<file path="config.mk">
export PLATFORM = sky130hd
export DESIGN_NAME = sample_source_arbiter
export DESIGN_NICKNAME = d
export VERILOG_FILES = /design/src/rtl/sample_source_arbiter.sv
export SDC_FILE = /design/constraint.sdc
export NUM_CORES = 1
export LEC_CHECK = 0
export CAP_MARGIN = 40
export CELL_PAD_IN_SITES_DETAIL_PLACEMENT = 1
export CELL_PAD_IN_SITES_GLOBAL_PLACEMENT = 2
export CORE_ASPECT_RATIO = 1.25
export CORE_MARGIN = 1
export CORE_UTILIZATION = 24
export CTS_CLUSTER_SIZE = 16
export DETAILED_ROUTE_END_ITERATION = 8
export HOLD_SLACK_MARGIN = 0.02
export PLACE_DENSITY = 0.81
export SLEW_MARGIN = 20
export SYNTH_ARGS = -nofsm -noshare
export SYNTH_HDL_FRONTEND = slang
export SYNTH_SLANG_ARGS = --single-unit
</file>
<file path="constraint.sdc">
create_clock -name clk -period 3.05 [get_ports clk]
set_clock_uncertainty 0.15 [all_clocks]
set_input_delay 0.61 -clock clk [delete_from_list [all_inputs] [get_ports clk]]
set_output_delay 0.61 -clock clk [all_outputs]
set_load 0.05 [all_outputs]
</file>
<file path="src/rtl/sample_source_arbiter.sv">
// rtl/sample_source_arbiter.sv - two-source sample arbiter with one-entry holding register
// Feeds a modulator from two show-ahead sources and counts starvation episodes.
module sample_source_arbiter #(
  parameter int WIDTH = 8
) (
  input  logic             clk,
  input  logic             rst,
  input  logic             enable,
  input  logic [1:0]       mode,
  input  logic [WIDTH-1:0] src0_sample,
  input  logic             src0_empty,
  output logic             src0_read,
  input  logic [WIDTH-1:0] src1_sample,
  input  logic             src1_empty,
  output logic             src1_read,
  output logic [WIDTH-1:0] mod_sample,
  output logic             mod_empty,
  input  logic             mod_read,
  output logic             grant,
  output logic [15:0]      underrun_count,
  input  logic             cnt_clr
);

  localparam logic [1:0] MODE_SRC0 = 2'b00;
  localparam logic [1:0] MODE_SRC1 = 2'b01;
  localparam logic [1:0] MODE_PRIO = 2'b11;

  logic [WIDTH-1:0] hold;
  logic             valid;
  logic             grant_q;
  logic             last_grant;
  logic             starved;
  logic [15:0]      count;

  logic ready0, ready1, any_ready;
  logic fill, pop, sel, starved_d;

  always_comb begin
    ready0    = ((mode == MODE_SRC0) | mode[1]) & ~src0_empty;
    ready1    = ((mode == MODE_SRC1) | mode[1]) & ~src1_empty;
    any_ready = ready0 | ready1;
    fill      = ~rst & enable & ~valid & any_ready;
    pop       = ~rst & enable & valid & mod_read;
    // Contention only arises in the two-source modes; round-robin alternates.
    if (ready0 && ready1) begin
      sel = (mode == MODE_PRIO) ? 1'b0 : ~last_grant;
    end else begin
      sel = ready1;
    end
    starved_d = enable & ~valid & ~any_ready;
  end

  assign src0_read      = fill & ~sel;
  assign src1_read      = fill & sel;
  assign mod_sample     = hold;
  assign mod_empty      = rst | ~valid | ~enable;
  assign grant          = grant_q;
  assign underrun_count = count;

  always_ff @(posedge clk) begin
    if (rst) begin
      hold       <= '0;
      valid      <= 1'b0;
      grant_q    <= 1'b0;
      last_grant <= 1'b1;
      starved    <= 1'b0;
      count      <= '0;
    end else begin
      if (fill) begin
        hold       <= sel ? src1_sample : src0_sample;
        valid      <= 1'b1;
        grant_q    <= sel;
        last_grant <= sel;
      end else if (pop) begin
        valid <= 1'b0;
      end
      starved <= starved_d;
      // Count rises of the starved flag; a clear wins over a same-cycle rise.
      if (cnt_clr) begin
        count <= '0;
      end else if (starved_d && !starved && count != 16'hFFFF) begin
        count <= count + 16'd1;
      end
    end
  end

endmodule

</file>
==> results of run 1 <==
==> stage by stage <==
step	instances	hold slack [ps]	util (%)
3_5_place_dp	279	302	36.8
2_1_floorplan	165	296	-
5_1_grt	283	339	37.8
3_3_place_gp	278	297	36.7
6_report	283	316	37.8
4_1_cts	283	320	37.8
==> per-layer routing <==
| layer | vias to the layer above | global-route usage, % | routed length, um | share of wire (%) |
|---|---|---|---|---|
| met5 | - | 0 | 0 | 0 |
| met4 | 0 | 3.82 | 23 | 0.59 |
| met3 | 2 | 4.28 | 296 | 7.5 |
| met2 | 43 | 23.5 | 1960 | 50 |
| met1 | 682 | 15.1 | 1650 | 42 |
| li1 | 725 | - | - | - |
==> power breakdown <==
part	total, W	internal, W	switching, W
Combinational	0.000143	0.0000712	0.0000714
Clock	0.000236	0.000116	0.000120
Sequential	0.000379	0.000373	0.00000576
==> worst max-delay path, delay by kind of cell <==
kind            cells  cell delay [ps]
simple gates        2              460
compound gates      1              350
buf+inv             3              740
==> state kept, by name, indices dropped and copies added, names as in the netlist <==
signal          flops
valid               1
starved             1
last_grant          1
mod_sample          8
underrun_count     16
grant               1
==> cells by family (layout without fill, tap and decap cells) <==
| logic type | count (synthesis) | in the layout | synth area share [%] |
|---|---|---|---|
| flip-flops | 28 | 28 | 40.3 |
| multiplexers | 1 | 1 | 0.719 |
| AND/OR/NAND/NOR | 71 | 71 | 26.8 |
| XOR/XNOR | 5 | 5 | 3.15 |
| buffers and inverters | 13 | 67 | 4.23 |
| AO/OA/AOI/OAI | 46 | 46 | 23.9 |
| adder cells (fa/ha/maj) | 1 | 1 | 0.899 |
==> layout make-up <==
cell class	instances	area (um^2)	area share (%)
clock buffer	4	55.1	2.64
inverter	3	11.3	0.540
multi-input combinational	124	772	37.0
sequential	28	561	26.9
tap	64	80.1	3.84
timing repair buffer	60	608	29.1
==> layout by cell type, fill, tap and decap left out, types with 3 or more instances in the layout <==
| master | instances |
|---|---|
| clkdlybuf4s50_1 | 49 |
| dfxtp_1 | 28 |
| nor2_1 | 18 |
| nand2_1 | 15 |
| a21oi_1 | 10 |
| a22o_1 | 8 |
| a22oi_1 | 8 |
| or3_1 | 7 |
| buf_4 | 7 |
| o21ai_0 | 6 |
| nand3_1 | 5 |
| nor4_1 | 5 |
| xnor2_1 | 5 |
| and4_1 | 4 |
| clkbuf_8 | 4 |
| inv_1 | 3 |
| nor3_1 | 3 |
| buf_12 | 3 |
==> worst paths after layout <==
check,start,endpoint,slack (ps),cells after the start
worst max-delay path,mode[0],src1_read,120,6
worst min-delay path,grant$_SDFFE_PP0P_,grant$_SDFFE_PP0P_,320,2
worst max register to register,underrun_count[0]$_SDFFE_PP0P_,underrun_count[4]$_SDFFE_PP0P_,740,6
worst min register to register,grant$_SDFFE_PP0P_,grant$_SDFFE_PP0P_,320,2
==> impl_metrics.py, run 1 <==
metrics = {
    "die": {
        "dieArea_mm2": 0.00611,
        "pin_count": 53,
        "die-height_um": 87.1,
        "die_w_um": 70.1,
        "core-area_mm2": 0.00552,
        "std_cell_rows": 30,
        "start_util_pct": 25.2,
    },
    "critical_path": {
        "end_kind": "primary output",
        "path_cells": "clkdlybuf4s50_1, or2_2, a311oi_2, nand2_1, inv_1, buf_12",
        "crit_arrival_ps": 2170,
        "slowest_stage": "clkdlybuf4s50_1",
        "required_ps": 2290,
        "critPathKind": "in2out",
        "worst_path_largest_cell_delay_ps": 480,
        "crit_fanout": 5,
        "cp-start-kind": "input port",
    },
    "global_route": {
        "overflow": 0,
        "grt_pass1_wl_um": 6480,
        "antenna_found_initial": 0,
        "grt_max_degree": 16,
        "grt_pass1_vias": 1394,
        "grtUsageTotal_pct": 13.2,
    },
    "synth": {
        "yosysWarnings": 0,
        "yosysSeqAreaShare_pct": 40.3,
        "netlist_area_mm2": 0.00139,
        "syn_inst": 165,
        "ys.flop_type": "dfxtp_1",
        "synthTopCellsByCount": "dfxtp_1 (28), nor2_1 (18), nand2_1 (15)",
        "synth_enable_flop_cells": 0,
        "yosys.area.top_type": "dfxtp_1",
        "yosysTopAreaCellShare_pct": 40.3,
        "synth_area_leaders": "dfxtp_1 (40%), a22o_1 (5.0%), nor2_1 (4.9%)",
        "yosysMostFrequentCell": "dfxtp_1",
        "syn_avg_cell_area_um2": 8.43,
        "syn_nets": 191,
        "synth-async-reset-ratio_pct": 0,
        "synth-seq-cells": 28,
        "synth_cell_types": 41,
    },
    "clocking": {
        "root_buffer": "clkbuf_8",
        "clk_pin_slew_ps": 100,
        "clock_latency_ps": 270,
        "cts_setup_buffers": 0,
        "clock-sinks": 28,
        "clockBufferDepth": 2,
        "h-tree-depth": 1,
        "numCtsBuffers": 3,
        "cts_hold_buf": 0,
        "cts.repair.resized": 0,
        "cts_tree": "yes",
    },
    "drt": {
        "avgRoutedWirePerCell_um": 13.9,
        "drt-initial-drc-count": 37,
        "vias": 1452,
        "drtAntennaViolNets": 0,
        "avgViaCountPerCell": 5.13,
        "totalWireLength_um": 3930,
        "drc": 0,
        "dr.pass1.iters": 4,
    },
    "pwr": {
        "irDropWorstVdd_mv": 0.153,
        "power.density_mw_per_mm2": 363,
        "leakage_nw": 0.699,
        "power_w": 0.000758,
    },
    "cells_and_area": {
        "area_growth_pct": 50.0,
        "drive_above_1_share_pct": 8.22,
        "final_cell_area_mm2": 0.00209,
        "fillers": 633,
        "n_antenna_cell": 0,
        "nNetsFinal": 246,
    },
    "timing": {
        "fin_setup_tns_ps": 0,
        "fin_crit_sh_pct": 96.0,
        "relSlewSlack_pct": 65.4,
        "layout_min_cycle_time_ps": 2930,
        "rsz0062_at_grt": "false",
        "fmax_mhz": 342,
        "worst_pin_slew_ps": 517,
        "finalMaxSlewViolations": 0,
        "hold_viol": 0,
        "finalSetupViolations": 0,
        "setup_ws_ps": 123,
    },
    "place": {
        "place_ws_ps": 62.6,
        "port_buffers": 52,
        "dp_hpwl_um": 3080,
        "place_congestion": 0.704,
        "place_area_mm2": 0.00203,
    },
    "min_path": {
        "hp-class": "reg2reg",
    },
    "run": {
        "timing.max_cap.violations": 0,
    },
    "run_status": {
        "status": "complete, no violations",
    },
}
Note: power is estimated with default switching activity, not from simulation.
==> run 2, diff against run 1 <==
--- a/config.mk
+++ b/config.mk
@@ -5,16 +5,17 @@
 export SDC_FILE = /design/constraint.sdc
 export NUM_CORES = 1
 export LEC_CHECK = 0
+export ABC_AREA = 1
 export CAP_MARGIN = 40
 export CELL_PAD_IN_SITES_DETAIL_PLACEMENT = 1
 export CELL_PAD_IN_SITES_GLOBAL_PLACEMENT = 2
 export CORE_ASPECT_RATIO = 1.25
 export CORE_MARGIN = 1
-export CORE_UTILIZATION = 24
+export CORE_UTILIZATION = 23
 export CTS_CLUSTER_SIZE = 16
 export DETAILED_ROUTE_END_ITERATION = 8
 export HOLD_SLACK_MARGIN = 0.02
-export PLACE_DENSITY = 0.81
+export PLACE_DENSITY = 0.83
 export SLEW_MARGIN = 20
 export SYNTH_ARGS = -nofsm -noshare
 export SYNTH_HDL_FRONTEND = slang
==> impl_metrics.py, run 2 <==
metrics = {
    "drt": {
        "totalWireLength_um": 4620,
        "drtAntennaViolNets": 0,
        "drt-initial-drc-count": 38,
        "vias": 1709,
        "dr.pass1.iters": 5,
        "drc": 0,
        "avgViaCountPerCell": 4.43,
        "avgRoutedWirePerCell_um": 12.0,
    },
    "synth": {
        "syn_avg_cell_area_um2": 6.34,
        "synth_enable_flop_cells": 0,
        "synthTopCellsByCount": "nand2_1 (91), nor2_1 (30), dfxtp_1 (28)",
        "synth-async-reset-ratio_pct": 0,
        "ys.flop_type": "dfxtp_1",
        "synth_area_leaders": "dfxtp_1 (36%), nand2_1 (22%), a21oi_1 (7.8%)",
        "yosysWarnings": 0,
        "synth-seq-cells": 28,
        "syn_nets": 270,
        "netlist_area_mm2": 0.00155,
        "post_synth_fa_ha_maj_area_fraction_pct": 0.809,
        "yosys.area.top_type": "dfxtp_1",
        "yosysSeqAreaShare_pct": 36.2,
        "yosysMostFrequentCell": "nand2_1",
        "synth-simple-area-share_pct": 43.5,
        "syn_inst": 244,
        "synth_mux_area_share_pct": 0,
        "synth_compound_area_share_pct": 9.71,
        "synth_cell_types": 25,
        "yosysTopAreaCellShare_pct": 36.2,
        "synth_top_family_by_area": "simple AND/OR/NAND/NOR gates",
        "synth_xor_area_share_pct": 2.83,
    },
    "run_status": {
        "status": "complete, no violations",
    },
    "cells_and_area": {
        "final_common_cell": "nand2_1",
        "fin_cells": 386,
        "final_cell_area_mm2": 0.00225,
        "area_growth_pct": 45.6,
        "largest_reg_flops": 16,
        "drive_above_1_share_pct": 7.02,
        "most-common-layout-cells": "nand2_1 (91), clkdlybuf4s50_1 (49), nor2_1 (30)",
        "nNetsFinal": 326,
        "n_antenna_cell": 0,
    },
    "timing": {
        "relSlewSlack_pct": 62.4,
        "hold_viol": 0,
        "finalMaxSlewViolations": 0,
        "fin_setup_tns_ps": 0,
        "fmax_mhz": 360,
        "fin_crit_sh_pct": 91.1,
        "worst_pin_slew_ps": 564,
        "layout_min_cycle_time_ps": 2780,
        "finalSetupViolations": 0,
        "rsz0062_at_grt": "false",
    },
    "pwr": {
        "irDropWorstVdd_mv": 0.157,
        "leakage_nw": 0.846,
        "power.density_mw_per_mm2": 340,
    },
    "critical_path": {
        "slowest_stage": "clkdlybuf4s50_1",
        "required_ps": 2290,
        "cp-start-kind": "input port",
        "critPathTopFamily": "simple AND/OR/NAND/NOR gates",
        "crit_fanout": 10,
        "cp_num_buf_inv": 2,
        "crit_arrival_ps": 2020,
        "worst_path_largest_cell_delay_ps": 520,
        "path_cells": "clkdlybuf4s50_1, nand2_1, nand3_2, nand2_2, nor2_1, buf_12",
        "critPathKind": "in2out",
        "end_kind": "primary output",
    },
    "die": {
        "pin_count": 53,
        "dieArea_mm2": 0.00706,
        "std_cell_rows": 33,
        "die-height_um": 93.7,
        "core-area_mm2": 0.00652,
        "start_util_pct": 23.7,
        "die_w_um": 75.3,
    },
    "clocking": {
        "numCtsBuffers": 3,
        "cts_hold_buf": 0,
        "clk_pin_slew_ps": 100,
        "root_buffer": "clkbuf_8",
        "clockBufferDepth": 2,
        "clock-sinks": 28,
        "clock_latency_ps": 280,
        "cts_setup_buffers": 0,
        "cts.repair.resized": 0,
        "h-tree-depth": 1,
        "cts_tree": "yes",
    },
    "global_route": {
        "overflow": 0,
        "antenna_found_initial": 0,
        "grt_max_degree": 17,
        "grt_pass1_wl_um": 7490,
        "grt_pass1_vias": 1661,
        "grtUsageTotal_pct": 13.9,
    },
    "place": {
        "placed_cells": 382,
        "dp_hpwl_um": 3620,
        "place_congestion": 0.729,
        "port_buffers": 52,
        "place_area_mm2": 0.00220,
    },
    "min_path": {
        "hp-class": "reg2reg",
    },
    "run": {
        "timing.max_cap.violations": 0,
    },
}
run 2: cell count changes in the layout (fill, tap and decap cells not counted), moves of 5 or more:
cell	change
or3_1	-7
inv_1	+15
nor2_1	+12
nand3_1	+15
a22oi_1	-8
nor4_1	-5
a21oi_1	+14
a22o_1	-8
nand2_1	+76
run 2: cell families after synthesis:
kind of cell             count (synthesis)
adder cells (fa/ha/maj)                  1
XOR/XNOR                                 5
AO/OA/AOI/OAI                           28
buffers and inverters                   24
flip-flops                              28
AND/OR/NAND/NOR                        158
run 2: final timing paths:
check	start	to	slack, ps	cells after the start
max	mode[0]	src1_read	270	6
min reg2reg	mod_sample[6]$_SDFFE_PP0P_	mod_sample[6]$_SDFFE_PP0P_	320	2
max reg2reg	underrun_count[0]$_SDFFE_PP0P_	underrun_count[11]$_SDFFE_PP0P_	1050	7
min	mod_sample[6]$_SDFFE_PP0P_	mod_sample[6]$_SDFFE_PP0P_	320	2
run 2: stage by stage:
stage	worst slack (ps)	hold WS (ps)	total power, W	util [%]
2_1_floorplan	358	283	0.000470	-
3_3_place_gp	282	295	0.000536	33.7
6_report	272	322	0.000765	34.5
5_1_grt	162	348	0.000811	34.5
3_5_place_dp	277	309	0.000538	33.7
4_1_cts	260	328	0.000785	34.5
run 2: metal layers:
| layer | GRT usage (%) | share of wire (%) | vias up |
|---|---|---|---|
| met5 | 0 | 0 | - |
| met4 | 3.24 | 0.52 | 0 |
| met3 | 3.22 | 5.3 | 2 |
| met2 | 27.1 | 53 | 41 |
| met1 | 14.3 | 41 | 780 |
| li1 | - | - | 886 |
run 2: layout make-up:
cell class | count | area (um^2)
Fill cell | 875 | 4270
Timing Repair Buffer | 55 | 573
Sequential cell | 28 | 561
Inverter | 20 | 75.1
Clock buffer | 4 | 55.1
Multi-Input combinational cell | 192 | 880
Tap cell | 87 | 109
run 2: power breakdown:
part	total, W	internal (W)	leakage, nW	switching (W)
registers	0.000380	0.000374	0.227	0.00000562
clock network	0.000238	0.000116	0.0288	0.000123
logic	0.000147	0.0000632	0.590	0.0000842
total	0.000765	0.000553	0.846	0.000213
run 2: worst register-to-register path, cell delays in order (launching register included):
cell and delay [ps]:
dfxtp_1 460, ha_1 300, inv_1 80, nor2_2 110, nand2_2 90, o21ai_2 490
nand2_1 110, a21oi_1 150
==> run 3, diff against run 2 <==
--- a/config.mk
+++ b/config.mk
@@ -12,6 +12,7 @@
 export CORE_ASPECT_RATIO = 1.25
 export CORE_MARGIN = 1
 export CORE_UTILIZATION = 23
+export CTS_CLUSTER_DIAMETER = 80
 export CTS_CLUSTER_SIZE = 16
 export DETAILED_ROUTE_END_ITERATION = 8
 export HOLD_SLACK_MARGIN = 0.02
==> results of run 3 <==
Same layout as run 2: the final DEF is identical, and so are final timing and power.
